==> config.mk <==
export PLATFORM = sky130hd
export DESIGN_NAME = rv32_job_sched
export DESIGN_NICKNAME = d
export VERILOG_FILES = /design/src/rtl/rv32_sched_pkg.sv /design/src/rtl/rv32_rr_arbiter.sv /design/src/rtl/rv32_job_sched.sv
export SDC_FILE = /design/constraint.sdc
export NUM_CORES = 1
export LEC_CHECK = 0
export CAP_MARGIN = 20
export CORE_AREA = 5 5 156 158
export CTS_CLUSTER_DIAMETER = 80
export CTS_CLUSTER_SIZE = 8
export DETAILED_ROUTE_END_ITERATION = 8
export DIE_AREA = 0 0 161 163
export PLACE_DENSITY = 0.81
export SYNTH_ARGS = -nofsm -noshare
export SYNTH_HDL_FRONTEND = slang
export SYNTH_SLANG_ARGS = --single-unit
==> constraint.sdc <==
create_clock -name clk -period 9.9 [get_ports clk]
set_input_delay 1.98 -clock clk [delete_from_list [all_inputs] [get_ports clk]]
set_output_delay 1.98 -clock clk [all_outputs]
set_load 0.02 [all_outputs]
==> src/rtl/rv32_sched_pkg.sv <==
// Shared types and constants for the rv32 job scheduler: FSM states,
// response status codes, core op encoding and a width helper.
package rv32_sched_pkg;

    typedef enum logic [1:0] {
        IDLE = 2'd0,
        LOAD = 2'd1,
        RUN  = 2'd2,
        RESP = 2'd3
    } sched_state_e;

    localparam logic [1:0] ERR_OK      = 2'b00;
    localparam logic [1:0] ERR_NOMMIO  = 2'b01;
    localparam logic [1:0] ERR_TIMEOUT = 2'b10;

    // Matches the io_op encoding of the mini_rv32i core.
    typedef enum logic [1:0] {
        OP_ADD = 2'd0,
        OP_SUB = 2'd1,
        OP_AND = 2'd2,
        OP_OR  = 2'd3
    } core_op_e;

    // Index width for n requesters; a single requester still needs one bit.
    function automatic int id_width(input int n);
        return (n > 1) ? $clog2(n) : 1;
    endfunction

endpackage

==> src/rtl/rv32_rr_arbiter.sv <==
// Combinational round-robin pick: the first set request at or above the
// pointer, wrapping around, wins.
module rv32_rr_arbiter #(
    parameter int N_REQ = 4,
    parameter int IW    = 2
) (
    input  logic [N_REQ-1:0] req,
    input  logic [IW-1:0]    ptr,
    output logic [N_REQ-1:0] grant_oh,
    output logic [IW-1:0]    grant_idx,
    output logic             grant_any
);

    // Scan all requesters starting at the pointer and keep the first hit.
    always_comb begin
        int          j;
        logic [IW-1:0] jj;
        j         = 0;
        jj        = '0;
        grant_oh  = '0;
        grant_idx = '0;
        grant_any = 1'b0;
        for (int k = 0; k < N_REQ; k++) begin
            j = int'(ptr) + k;
            if (j >= N_REQ) begin
                j = j - N_REQ;
            end
            jj = IW'(j);
            if (!grant_any && req[jj]) begin
                grant_any     = 1'b1;
                grant_oh[jj]  = 1'b1;
                grant_idx     = jj;
            end
        end
    end

endmodule

==> src/rtl/rv32_job_sched.sv <==
// Shares one mini_rv32i core between several requesters: picks a job
// round-robin, loads its operands, pulses the core reset, waits for done
// (bounded by a timeout) and hands the result back with a status code.
module rv32_job_sched
    import rv32_sched_pkg::*;
#(
    parameter int  N_REQ      = 4,
    parameter int  TIMEOUT    = 2000,
    parameter int  RST_CYCLES = 4,
    localparam int IW         = id_width(N_REQ)
) (
    input  logic                 clk,
    input  logic                 rst_n,
    input  logic [N_REQ-1:0]     req_valid,
    output logic [N_REQ-1:0]     req_ready,
    input  logic [32*N_REQ-1:0]  req_a,
    input  logic [32*N_REQ-1:0]  req_b,
    input  logic [2*N_REQ-1:0]   req_op,
    output logic                 rsp_valid,
    input  logic                 rsp_ready,
    output logic [IW-1:0]        rsp_id,
    output logic [31:0]          rsp_data,
    output logic [1:0]           rsp_err,
    output logic                 core_rst,
    output logic [31:0]          core_in_a,
    output logic [31:0]          core_in_b,
    output logic [1:0]           core_op,
    input  logic [31:0]          core_out_res,
    input  logic                 core_out_valid,
    input  logic                 core_done,
    output logic                 busy
);

    localparam int CW = $clog2(TIMEOUT + RST_CYCLES + 1) + 1;

    sched_state_e      state;
    logic [CW-1:0]     cnt;
    logic [IW-1:0]     rr_ptr;
    logic [IW-1:0]     rr_next;
    logic              armed;
    logic [N_REQ-1:0]  grant_oh;
    logic [IW-1:0]     grant_idx;
    logic              grant_any;
    logic              take;
    logic [31:0]       sel_a;
    logic [31:0]       sel_b;
    logic [1:0]        sel_op;

    rv32_rr_arbiter #(
        .N_REQ (N_REQ),
        .IW    (IW)
    ) u_arb (
        .req       (req_valid),
        .ptr       (rr_ptr),
        .grant_oh  (grant_oh),
        .grant_idx (grant_idx),
        .grant_any (grant_any)
    );

    // A grant is only offered in IDLE once the first clock after reset has passed,
    // so req_ready is guaranteed low while rst_n is asserted.
    assign take      = (state == IDLE) && armed && grant_any;
    assign req_ready = take ? grant_oh : '0;
    assign busy      = (state != IDLE);
    assign rr_next   = (grant_idx == IW'(N_REQ - 1)) ? '0 : grant_idx + 1'b1;

    // Route the winning requester's operand slices to the load registers.
    always_comb begin
        sel_a  = '0;
        sel_b  = '0;
        sel_op = '0;
        for (int i = 0; i < N_REQ; i++) begin
            if (grant_oh[i]) begin
                sel_a  = req_a[i*32 +: 32];
                sel_b  = req_b[i*32 +: 32];
                sel_op = req_op[i*2 +: 2];
            end
        end
    end

    // Job sequencer: grant, hold the core in reset, run with timeout, respond.
    always_ff @(posedge clk or negedge rst_n) begin
        if (!rst_n) begin
            state     <= IDLE;
            cnt       <= '0;
            rr_ptr    <= '0;
            armed     <= 1'b0;
            core_rst  <= 1'b1;
            core_in_a <= '0;
            core_in_b <= '0;
            core_op   <= '0;
            rsp_valid <= 1'b0;
            rsp_id    <= '0;
            rsp_data  <= '0;
            rsp_err   <= ERR_OK;
        end else begin
            armed <= 1'b1;
            case (state)
                IDLE: begin
                    core_rst <= 1'b1;
                    if (take) begin
                        core_in_a <= sel_a;
                        core_in_b <= sel_b;
                        core_op   <= sel_op;
                        rsp_id    <= grant_idx;
                        rr_ptr    <= rr_next;
                        cnt       <= '0;
                        state     <= LOAD;
                    end
                end
                LOAD: begin
                    if (cnt == CW'(RST_CYCLES - 1)) begin
                        cnt      <= '0;
                        core_rst <= 1'b0;
                        state    <= RUN;
                    end else begin
                        cnt <= cnt + 1'b1;
                    end
                end
                RUN: begin
                    if (core_done) begin
                        rsp_data  <= core_out_valid ? core_out_res : '0;
                        rsp_err   <= core_out_valid ? ERR_OK : ERR_NOMMIO;
                        rsp_valid <= 1'b1;
                        core_rst  <= 1'b1;
                        state     <= RESP;
                    end else if (cnt == CW'(TIMEOUT - 1)) begin
                        rsp_data  <= '0;
                        rsp_err   <= ERR_TIMEOUT;
                        rsp_valid <= 1'b1;
                        core_rst  <= 1'b1;
                        state     <= RESP;
                    end else begin
                        cnt <= cnt + 1'b1;
                    end
                end
                RESP: begin
                    core_rst <= 1'b1;
                    if (rsp_ready) begin
                        rsp_valid <= 1'b0;
                        state     <= IDLE;
                    end
                end
                default: begin
                    state <= IDLE;
                end
            endcase
        end
    end

endmodule

==> flow_metrics.py <==
metrics = {
    "finish": {
        "nFillCells": 2048,
        "syn_to_final_growth_pct": 57.8,
        "layout.nets": 1699,
        "layout-drive-gt1-share": 0.0509,
    },
    "drt": {
        "drc_errors": 0,
        "drt-total-wl_um": 35500,
        "ant_nets": 0,
        "drtIter0Drc": 950,
        "viasPerCell": 5.75,
        "wl_per_cell_um": 21.1,
        "firstDrtPassIters": 6,
        "vias": 9688,
    },
    "global_route": {
        "grt_max_degree": 75,
        "antenna_found_initial": 1,
        "grt_pass1_vias": 9363,
        "gr-total-overflow": 0,
        "grt_pass1_wl_um": 53500,
        "gr-usage-all-layers": 0.254,
    },
    "placed_design": {
        "dpl.hpwl_um": 24000,
        "io_buffers": 413,
        "gp_congestion": 0.899,
    },
    "clocking": {
        "ctsHoldBuffers": 0,
        "cts_setup_buffers": 0,
        "clk_pin_slew_ns": 0.06,
        "htreeDepth": 4,
        "cts-resized-gates": 0,
        "clk_latency_ns": 0.41,
        "clockRootBuffer": "clkbuf_16",
        "cts_tree": "built",
        "cts_made_buffers": 17,
        "cts_buffer_depth": 2,
        "cts.sinks": 121,
    },
    "synth": {
        "synth-main-ff-cell": "dfrtp_1",
        "synth_cell_types": 57,
        "synth_top_area_cell": "dfrtp_1",
        "syn-mean-instance-area_sq_um": 8.02,
        "syn_area_sq_mm": 0.00839,
        "ys_async_sr_fraction": 1.00,
        "synth_seq_cells": 121,
        "syn-num-nets": 1364,
        "ys_seq_area_frac": 0.361,
        "postSynthCellCount": 1046,
        "synth_area_leaders": "dfrtp_1 (36%), a31oi_1 (10%), o2bb2ai_1 (7.0%)",
        "yosysWarnings": 0,
        "synth_edf_count": 0,
        "synth_top_cell_area_share": 0.358,
    },
    "power_and_ir_drop": {
        "powerDensity_mw_per_mm2": 315,
        "p_total_mw": 4.17,
        "p_leak_nw": 5.53,
        "ir_drop_uv": 439,
    },
    "sta": {
        "fmax_ghz": 0.134,
        "drv_slew": 0,
        "fin_crit_sh": 0.755,
        "finalHoldViolCount": 0,
        "finalCriticalPeriod_ns": 7.47,
        "fin_tns_setup_ns": 0,
        "slew_headroom": 0.338,
        "clock_skew_ns": 0.00881,
        "rsz0062_at_grt": "no",
        "setup_viol": 0,
        "tightest_slew_ns": 0.993,
    },
    "critical_path": {
        "crit_path_end_kind": "primary output",
        "rrSetupSlack_ns": 5.34,
        "cpPeakStageDelay_ns": 0.67,
        "path_common_cell": "clkdlybuf4s50_1",
        "cp-start-kind": "primary input",
        "cp.required_ns": 7.92,
        "crit_type": "primary input to primary output",
        "path_buf_inv": 3,
        "cp_max_fo": 68,
        "r2r_end": "core_in_b[21]",
        "worst_ep_arrival_time_ns": 5.49,
        "path_cells": "clkdlybuf4s50_1, mux4_2, nor3_1, a221o_2, buf_4, and2_1, clkdlybuf4s50_1",
        "worst-r2r-cell-count": 9,
        "cp_slowest_cell": "mux4_2",
        "cpLargestDelayFamily": "buffers and inverters",
    },
    "hold_path": {
        "worst_hold_startpoint": "cnt[11]",
        "min_delay_path_depth": 1,
        "hp-class": "flip-flop to flip-flop",
        "whs_endpoint": "cnt[11]",
    },
    "outcome": {
        "status": "completed",
    },
    "job": {
        "maxCapViolations": 0,
    },
    "die": {
        "chipWidth_um": 161,
        "die_y_um": 163,
        "num_rows": 56,
        "initial_core_util": 0.365,
        "pin_count": 414,
        "dieArea_sq_mm": 0.0262,
        "core_sq_mm": 0.0230,
    },
}
layout make-up:
cell class | count | area, sq um | area share
clock inverter | 15 | 215 | 0.0163
inverter | 145 | 544 | 0.0411
sequential | 121 | 3030 | 0.229
multi-input combinational | 666 | 4390 | 0.332
antenna | 1 | 2.50 | 0.000189
timing repair buffer | 430 | 4260 | 0.322
clock buffer | 17 | 425 | 0.0322
tap | 290 | 363 | 0.0274
state kept, by name, summed over array words and instances (netlist names), named ones only:
| signal | flops |
|---|---|
| core_in_a | 32 |
| rsp_valid | 1 |
| armed | 1 |
| rsp_err | 2 |
| cnt | 12 |
| core_rst | 1 |
| rsp_data | 32 |
| core_in_b | 32 |
| state | 2 |
| core_op | 2 |
| rr_ptr | 1 |
| rsp_id | 2 |
synthesized netlist by cell type, drive strengths merged (3+ instances only):
library cell	count
nor3	4
o2bb2ai	67
clkbuf	80
o31ai	74
a21oi	8
nor2b	6
and3	5
buf	34
and2	4
nand2	90
nor2	84
o211ai	66
inv	145
a22o	33
ha	13
o21ai	25
a31oi	136
dfrtp	120
or2	3
nand3	7
report_power, final:
group	switching [mW]	total, mW	internal [mW]
clock	0.257	0.685	0.428
combinational	1.60	2.64	1.05
sequential	0.133	0.840	0.707
through the flow:
step / setup WS, ns / hold WS [ns] / cell area, sq um / util / cells
after floorplan: 4.03 / 0.448 / 8390 / - / 1046
after global placement: 2.49 / 0.467 / 12600 / 0.547 / 1650
after detailed placement: 2.41 / 0.480 / 12600 / 0.547 / 1650
after CTS: 2.42 / 0.488 / 13200 / 0.575 / 1682
after global routing: 2.19 / 0.499 / 13200 / 0.576 / 1684
final: 2.43 / 0.484 / 13200 / 0.576 / 1685
worst max-delay path by stage:
stage / slack (ns) / cells past startpoint / end / from
floorplan: 4.03 / 8 / req_ready[0] / req_valid[0]
global placement: 2.49 / 7 / req_ready[3] / req_valid[2]
detailed placement: 2.41 / 7 / req_ready[3] / req_valid[2]
CTS: 2.42 / 7 / req_ready[3] / req_valid[2]
global route: 2.19 / 7 / req_ready[3] / req_valid[2]
finish: 2.43 / 7 / req_ready[3] / req_valid[2]
per-layer routing:
layer | share of wire | vias to the layer above | track usage
li1 | - | 4475 | -
met3 | 0.097 | 89 | 0.0701
met5 | 0.00056 | - | 0
met4 | 0.037 | 2 | 0.0958
met1 | 0.39 | 4554 | 0.315
met2 | 0.48 | 568 | 0.426
logic make-up after synthesis:
kind of cell               synth area share
AOI/OAI and AO/OA                     0.374
adders and majority gates            0.0194
buffers and inverters                 0.126
DFF                                   0.361
muxes                               0.00806
other                              0.000447
and+or+nand+nor                       0.111
layout by cell type (no fill, tap or decap), types with 2 or more instances in the layout:
| cell type | count |
|---|---|
| mux4_2 | 2 |
| nor2_1 | 83 |
| clkinvlp_4 | 2 |
| inv_1 | 144 |
| nand3_1 | 6 |
| o2bb2ai_1 | 67 |
| o41ai_1 | 2 |
| o31ai_1 | 74 |
| a22o_1 | 33 |
| nand2b_1 | 2 |
| o21ai_0 | 23 |
| clkbuf_16 | 17 |
| a31oi_1 | 136 |
| o21ai_4 | 2 |
| dfrtp_1 | 120 |
| nor3_1 | 4 |
| bufinv_16 | 4 |
| nor3b_1 | 2 |
| nor2b_1 | 5 |
| nand2_1 | 90 |
| a221o_2 | 2 |
| o211ai_1 | 66 |
| a41oi_1 | 2 |
| a211o_1 | 2 |
| and3_1 | 5 |
| and2_1 | 4 |
| buf_4 | 16 |
| clkinv_4 | 3 |
| a21oi_1 | 8 |
| inv_6 | 3 |
| inv_8 | 2 |
| ha_1 | 13 |
| or2_2 | 2 |
| clkdlybuf4s50_1 | 412 |
| mux2_2 | 2 |
| a21o_1 | 2 |
(Power assumes the default switching activity.)
